===== config.mk =====
export PLATFORM = sky130hd
export DESIGN_NAME = aes128_word_loader
export DESIGN_NICKNAME = d
export VERILOG_FILES = /design/src/rtl/aes128_word_loader.sv
export SDC_FILE = /design/constraint.sdc
export NUM_CORES = 1
export LEC_CHECK = 0
export ABC_AREA = 1
export BUFFER_PORTS_ARGS = -buffer_cell sky130_fd_sc_hd__buf_2
export CAP_MARGIN = 0
export CELL_PAD_IN_SITES_DETAIL_PLACEMENT = 1
export CELL_PAD_IN_SITES_GLOBAL_PLACEMENT = 1
export CORE_MARGIN = 5
export CORE_UTILIZATION = 37
export CTS_CLUSTER_DIAMETER = 120
export DETAILED_ROUTE_END_ITERATION = 10
export GPL_TIMING_DRIVEN = 0
export PLACE_DENSITY = 0.91
export SYNTH_ARGS = -nofsm -noshare
export SYNTH_HDL_FRONTEND = slang
export SYNTH_SLANG_ARGS = --single-unit

===== constraint.sdc =====
create_clock -name clk -period 2.25 [get_ports clk]
set_input_delay 0.225 -clock clk [delete_from_list [all_inputs] [get_ports clk]]
set_output_delay 0.225 -clock clk [all_outputs]
set_load 0.02 [all_outputs]

===== src/rtl/aes128_word_loader.sv =====
// aes128_word_loader: word-stream front end for an AES-128 core.
// Assembles key/plaintext groups of four 32-bit words into the core operand
// registers, holds them for the fixed core latency, captures the ciphertext
// and the decrypt result, then streams the ciphertext back out as four words
// with a round-trip check flag and a saturating error counter.
module aes128_word_loader #(
   parameter int          LATENCY     = 24,     // core latency in clk edges, 1..255
   parameter logic [15:0] ERR_RST_VAL = 16'h0   // reset value of the error counter
) (
   input  logic        clk,
   input  logic        reset,          // asynchronous, active low
   // word input stream
   input  logic [31:0] in_data,
   input  logic        in_sel,         // 1 = key group, 0 = plaintext group
   input  logic        in_valid,
   output logic        in_ready,
   // operands to the core
   output logic [31:0] key_0,
   output logic [31:0] key_1,
   output logic [31:0] key_2,
   output logic [31:0] key_3,
   output logic [31:0] plain_text_0,
   output logic [31:0] plain_text_1,
   output logic [31:0] plain_text_2,
   output logic [31:0] plain_text_3,
   // results from the core
   input  logic [31:0] cipher_text_0,
   input  logic [31:0] cipher_text_1,
   input  logic [31:0] cipher_text_2,
   input  logic [31:0] cipher_text_3,
   input  logic [31:0] decrypted_plain_text_0,
   input  logic [31:0] decrypted_plain_text_1,
   input  logic [31:0] decrypted_plain_text_2,
   input  logic [31:0] decrypted_plain_text_3,
   // ciphertext output stream
   output logic [31:0] out_data,
   output logic        out_valid,
   input  logic        out_ready,
   output logic        out_ok,
   output logic        busy,
   output logic [15:0] err_count
);

   localparam logic [7:0] LAT_M1 = 8'(LATENCY - 1);

   typedef enum logic [2:0] {
      S_IDLE,
      S_LOAD_KEY,
      S_LOAD_PT,
      S_WAIT,
      S_OUT
   } state_e;

   state_e            state_q, state_d;
   logic [1:0]        idx_q, idx_d;       // word index, shared by load and output
   logic [7:0]        cnt_q, cnt_d;       // core latency countdown
   logic [3:0][31:0]  key_q, key_d;
   logic [3:0][31:0]  pt_q, pt_d;
   logic [3:0][31:0]  buf_q, buf_d;       // captured ciphertext
   logic              ok_q, ok_d;
   logic [15:0]       err_q, err_d;
   logic              in_ready_q, in_ready_d;

   logic              in_acc, out_acc;
   logic              key_wr, pt_wr;
   logic [1:0]        wr_idx;
   logic              dec_match;
   logic [3:0][31:0]  dec_w;

   assign in_acc  = in_valid & in_ready_q;
   assign out_acc = out_valid & out_ready;

   assign dec_w = {decrypted_plain_text_3, decrypted_plain_text_2,
                   decrypted_plain_text_1, decrypted_plain_text_0};
   assign dec_match = (dec_w == pt_q);

   // State register
   always_ff @(posedge clk or negedge reset) begin
      if (!reset) state_q <= S_IDLE;
      else        state_q <= state_d;
   end

   // Next-state logic
   always_comb begin
      state_d = state_q;
      unique case (state_q)
         S_IDLE:     if (in_acc) state_d = in_sel ? S_LOAD_KEY : S_LOAD_PT;
         S_LOAD_KEY: if (in_acc && idx_q == 2'd3) state_d = S_IDLE;
         S_LOAD_PT:  if (in_acc && idx_q == 2'd3) state_d = S_WAIT;
         S_WAIT:     if (cnt_q == 8'd0) state_d = S_OUT;
         S_OUT:      if (out_acc && idx_q == 2'd3) state_d = S_IDLE;
         default:    state_d = S_IDLE;
      endcase
   end

   // Output decode; in_ready is registered off the next state so it tracks it
   always_comb begin
      out_valid  = (state_q == S_OUT);
      busy       = (state_q != S_IDLE);
      out_data   = out_valid ? buf_q[idx_q] : 32'h0;
      out_ok     = out_valid & ok_q;
      in_ready_d = (state_d == S_IDLE) || (state_d == S_LOAD_KEY) ||
                   (state_d == S_LOAD_PT);
   end

   // Datapath next-state: word writes, latency countdown, capture, output index
   always_comb begin
      idx_d = idx_q;
      cnt_d = cnt_q;
      key_d = key_q;
      pt_d  = pt_q;
      buf_d = buf_q;
      ok_d  = ok_q;
      err_d = err_q;

      // group type is decided by the first word only; later words follow the state
      wr_idx = (state_q == S_IDLE) ? 2'd0 : idx_q;
      key_wr = in_acc && ((state_q == S_LOAD_KEY) || (state_q == S_IDLE && in_sel));
      pt_wr  = in_acc && ((state_q == S_LOAD_PT)  || (state_q == S_IDLE && !in_sel));

      if (key_wr) key_d[wr_idx] = in_data;
      if (pt_wr)  pt_d[wr_idx]  = in_data;
      if (in_acc) idx_d = wr_idx + 2'd1;

      if (state_q == S_LOAD_PT && in_acc && idx_q == 2'd3) cnt_d = LAT_M1;

      if (state_q == S_WAIT) begin
         if (cnt_q == 8'd0) begin
            buf_d = {cipher_text_3, cipher_text_2, cipher_text_1, cipher_text_0};
            ok_d  = dec_match;
            if (!dec_match && err_q != 16'hFFFF) err_d = err_q + 16'd1;
         end else begin
            cnt_d = cnt_q - 8'd1;
         end
      end

      if (out_acc) idx_d = idx_q + 2'd1;
   end

   // Datapath registers
   always_ff @(posedge clk or negedge reset) begin
      if (!reset) begin
         idx_q      <= 2'd0;
         cnt_q      <= 8'd0;
         key_q      <= '0;
         pt_q       <= '0;
         buf_q      <= '0;
         ok_q       <= 1'b0;
         err_q      <= ERR_RST_VAL;
         in_ready_q <= 1'b0;
      end else begin
         idx_q      <= idx_d;
         cnt_q      <= cnt_d;
         key_q      <= key_d;
         pt_q       <= pt_d;
         buf_q      <= buf_d;
         ok_q       <= ok_d;
         err_q      <= err_d;
         in_ready_q <= in_ready_d;
      end
   end

   assign in_ready     = in_ready_q;
   assign err_count    = err_q;
   assign key_0        = key_q[0];
   assign key_1        = key_q[1];
   assign key_2        = key_q[2];
   assign key_3        = key_q[3];
   assign plain_text_0 = pt_q[0];
   assign plain_text_1 = pt_q[1];
   assign plain_text_2 = pt_q[2];
   assign plain_text_3 = pt_q[3];

endmodule


==> summary.txt <==
Timing
  – F_max: just over 400 MHz
  – Final cycle utilization of the critical path: 1.083
  – Final WS setup: -0.1875 ns
  – Clock skew: about 0.027 ns
  – RSZ-0062 raised after global routing: true
  – # setup viols final: 19
  – Final Hold Viols: 0
  – Slew margin rel.: 0.5166
  – Tightest Pin Transition: between 0.7 and 0.8 ns
  – Final slew viol count: 0
  – Min Tclk post-route: about 2.4 ns

Yosys
  – Mapped Area: around 18000 um2
  – Top cells by area, synth: dfrtp_1 (56%), nand2_1 (17%), o21ai_0 (7.7%), xnor2_1 (5.8%), nor2_1 (3.9%)
  – Number of flops mapped to enable cells by yosys: 0
  – Seq cells post-synth: approximately 420
  – Post-synth top cells: nand2_1 (829), dfrtp_1 (415), o21ai_0 (283)
  – Synth area leader: dfrtp_1
  – Top-count cell post-synth: nand2_1
  – Sequential area share after synthesis: 0.5623
  – Yosys top cell area share: 0.5623
  – Syn Area/Cell: 8.434 um2
  – Main synth FF type: dfrtp_1
  – Distinct cells, synth: 32
  – Synth warn: 0
  – Net Count, Synth: approximately 2500
  – Cells after Synth: around 2200
  – Post-synth ARST share: 1.000

Worst setup path
  – Worst path top cell family by delay: buffers and inverters
  – Register-to-Register Path Depth: 11
  – Arrival time at the worst endpoint: 2.21 ns
  – Buf+Inv Stages, Crit Path: 4
  – Slowest CP cell: dfrtp_1
  – Critical path's largest stage delay: around 0.34 ns
  – Worst setup SP type: flop
  – R2R setup slack: around 0.010 ns
  – Worst Path Max Fanout: 10
  – Crit Reg-Reg Startpoint: cnt_q[0]
  – CP Data Required Time: a little over 2 ns
  – FF-to-FF End: buf_q[44]
  – Crit path cell chain: buf_6 > buf_12 > buf_8 > nor2_1 > nor2_1 > o21ai_1 > a21oi_2 > buf_6
  – CP Capture Type: output pin
  – Critical path class: reg -> out

GRT
  – Initial antenna violation count: 11
  – First-pass GRT wire length: approximately 150000 um
  – Largest net degree at the start of global routing: roughly 120
  – Vias in the first global route: roughly 23000
  – Global Route Usage Sum: 0.3680
  – Total grt overflow: 0

Run status
  – Status: complete, but fails checks
  – Failing checks: negative setup slack

Clocking
  – Clock buffer depth: 3
  – CTS Buf Count: 46
  – Num Clock Sinks: 415
  – H-tree levels: 2
  – Worst skew pair latency: 0.59 ns
  – CTS tree: yes
  – Clk slew on worst S/H paths: around 0.060 ns
  – Root Driver: clkbuf_16

Cells and area
  – Sequential cell area: between 10000 and 15000 um2
  – Final Instance Count excl. Fillers: 3693
  – Nets: about 3300
  – Share of layout cells above drive strength 1: 0.2968
  – Multi-input gate area: roughly 7700 um2
  – Fillcell total: 5812
  – Area Overhead vs Synth: 42.47%

Floorplanning
  – Die Y-Extent: 233.4 um
  – Die width: approximately 230 um
  – Placeable Area: approximately 50000 um2
  – Ports: between 600 and 700
  – Die area: roughly 54000 um2
  – Initial cell density of the core: 0.3758
  – Cell Rows: slightly above 80

Detailed routing
  – Routed Antenna Nets: 0
  – Vias per cell: roughly 5.8
  – DR vias: approximately 21000
  – Initial DRC Count: 1970
  – Router iterations before antenna repair: 6
  – Drt total wl: 109300 um
  – Wire length per cell: roughly 30 um
  – Remaining DRCs: 0

Pwr
  – VDD IR max: ~0.97 mV
  – Static leakage: between 10 and 15 nW
  – PD cells: 1471 nW/um2

Placement
  – Placed cells: around 3500
  – Pre-CTS setup slack: -0.2589 ns
  – Routability cong.: 0.9370
  – Port bufs: 600
  – Detailed placement HPWL: 66270 um

Hold path
  – Hold EP: state_q[2]
  – Worst Hold Launch: out_ready
  – Worst hold path type: in -> reg
  – Depth of the worst hold-timing path: 4

Flow run
  – Max cap viols: 0
-- routing by layer --
layer  vias to the layer above  global-route usage  part of all wire  wire [um]
met2                      1679              0.6199              0.47      51120
li1                       8518                   -                 -          -
met4                         2              0.2780              0.11      11860
met3                       665              0.1098              0.10      11450
met5                         -                   0           0.00010         11
met1                     10450              0.3876              0.32      34850
-- where the power goes --
group	total, mW	internal (mW)	switching, mW
Clock	7.79	4.35	3.44
Combinational	16.7	5.47	11.2
Sequential	14.2	10.7	3.47
Total	38.7	20.6	18.1
-- through the flow --
step | instance area (um2) | util | power, mW | hold WS (ns) | setup TNS (ns)
floorplan | 18470 | - | 20.62 | -0.07059 | 0
detailed placement | 22400 | 0.4556 | 27.01 | 0.2823 | -21.72
global route | 26310 | 0.5352 | 39.90 | 0.02349 | -3.572
finish | 26320 | 0.5354 | 38.70 | 0.04354 | -1.256
CTS | 25730 | 0.5235 | 36.03 | 0.006385 | -0.02288
global placement | 22300 | 0.4538 | 25.91 | 0.4263 | -2911.98
-- how the worst max path moves through the flow --
stage / end / slack (ns) / cells past startpoint / start
global route: out_data[12] / -0.17 / 8 / idx_q[0]
CTS: out_data[31] / -0.02 / 8 / idx_q[0]
floorplan: err_count[13] / 0.47 / 7 / err_count[0]
global placement: key_1[2] / -7.06 / 1 / reset
detailed placement: out_data[31] / -0.26 / 7 / idx_q[0]
finish: out_data[12] / -0.19 / 8 / idx_q[0]
-- sequential cells by signal, summed over array words and instances, names as in the netlist --
signal	flops
buf_q	128
cnt_q	8
err_count	16
idx_q	2
in_ready	1
key_0	32
key_1	32
key_2	32
key_3	32
ok_q	1
plain_text_0	32
plain_text_1	32
plain_text_2	32
plain_text_3	32
state_q	3
-- tightest hold or removal path, cell delays in order --
cell      delay, ns
buf_2          0.10
inv_1          0.05
o211ai_1       0.11
nand2_1        0.10
-- area by class of cell --
type	instances	area share
inverter	89	0.01289
antenna	10	0.0009509
tap	664	0.03157
buffer	105	0.03195
clock inverter	15	0.004564
clock buffer	65	0.05192
sequential	415	0.3949
timing repair buffer	751	0.1803
multi-input combinational	1579	0.2910
-- layout by cell type, fill, tap and decap left out, types with 3 or more instances in the layout --
| cell | n |
|---|---|
| a21oi_1 | 11 |
| a21oi_2 | 22 |
| buf_12 | 7 |
| buf_16 | 3 |
| buf_2 | 592 |
| buf_4 | 42 |
| buf_6 | 26 |
| buf_8 | 5 |
| clkbuf_1 | 25 |
| clkbuf_16 | 57 |
| clkbuf_2 | 19 |
| clkbuf_4 | 7 |
| clkbuf_8 | 9 |
| clkinv_2 | 7 |
| clkinvlp_4 | 5 |
| dfrtp_1 | 410 |
| dfrtp_2 | 5 |
| diode_2 | 10 |
| dlygate4sd3_1 | 129 |
| inv_1 | 82 |
| inv_2 | 5 |
| nand2_1 | 824 |
| nand2_2 | 6 |
| nand2_4 | 6 |
| nand3_1 | 9 |
| nand4_1 | 17 |
| nor2_1 | 158 |
| nor2_2 | 29 |
| nor2_4 | 8 |
| nor3_1 | 7 |
| o21ai_0 | 225 |
| o21ai_1 | 95 |
| o21ai_2 | 11 |
| xnor2_1 | 115 |
| xnor2_2 | 8 |
| xor2_1 | 9 |
-- cells by family (layout without fill, tap and decap cells) --
family | Yosys count | in the layout | synth area share
simple gates | 1073 | 1073 | 0.2267
flops | 415 | 415 | 0.5623
compound gates | 372 | 372 | 0.1022
buf+inv | 196 | 1025 | 0.04484
xor+xnor | 132 | 132 | 0.06259
fa+ha+maj | 2 | 2 | 0.001355
other cells | 0 | 10 | 0
-- what timing repair did --
| item | in CTS | in global routing |
|---|---|---|
| hold buffers | 129 | 0 |
| pin swaps | 15 | 35 |
| resized for setup | 159 | 206 |
| hold endpoints to repair | 210 | 0 |
| gates cloned | 2 | 5 |
| setup endpoints to repair | 219 | 280 |
| setup buffers | 9 | 4 |
(Power assumes the default switching activity.)
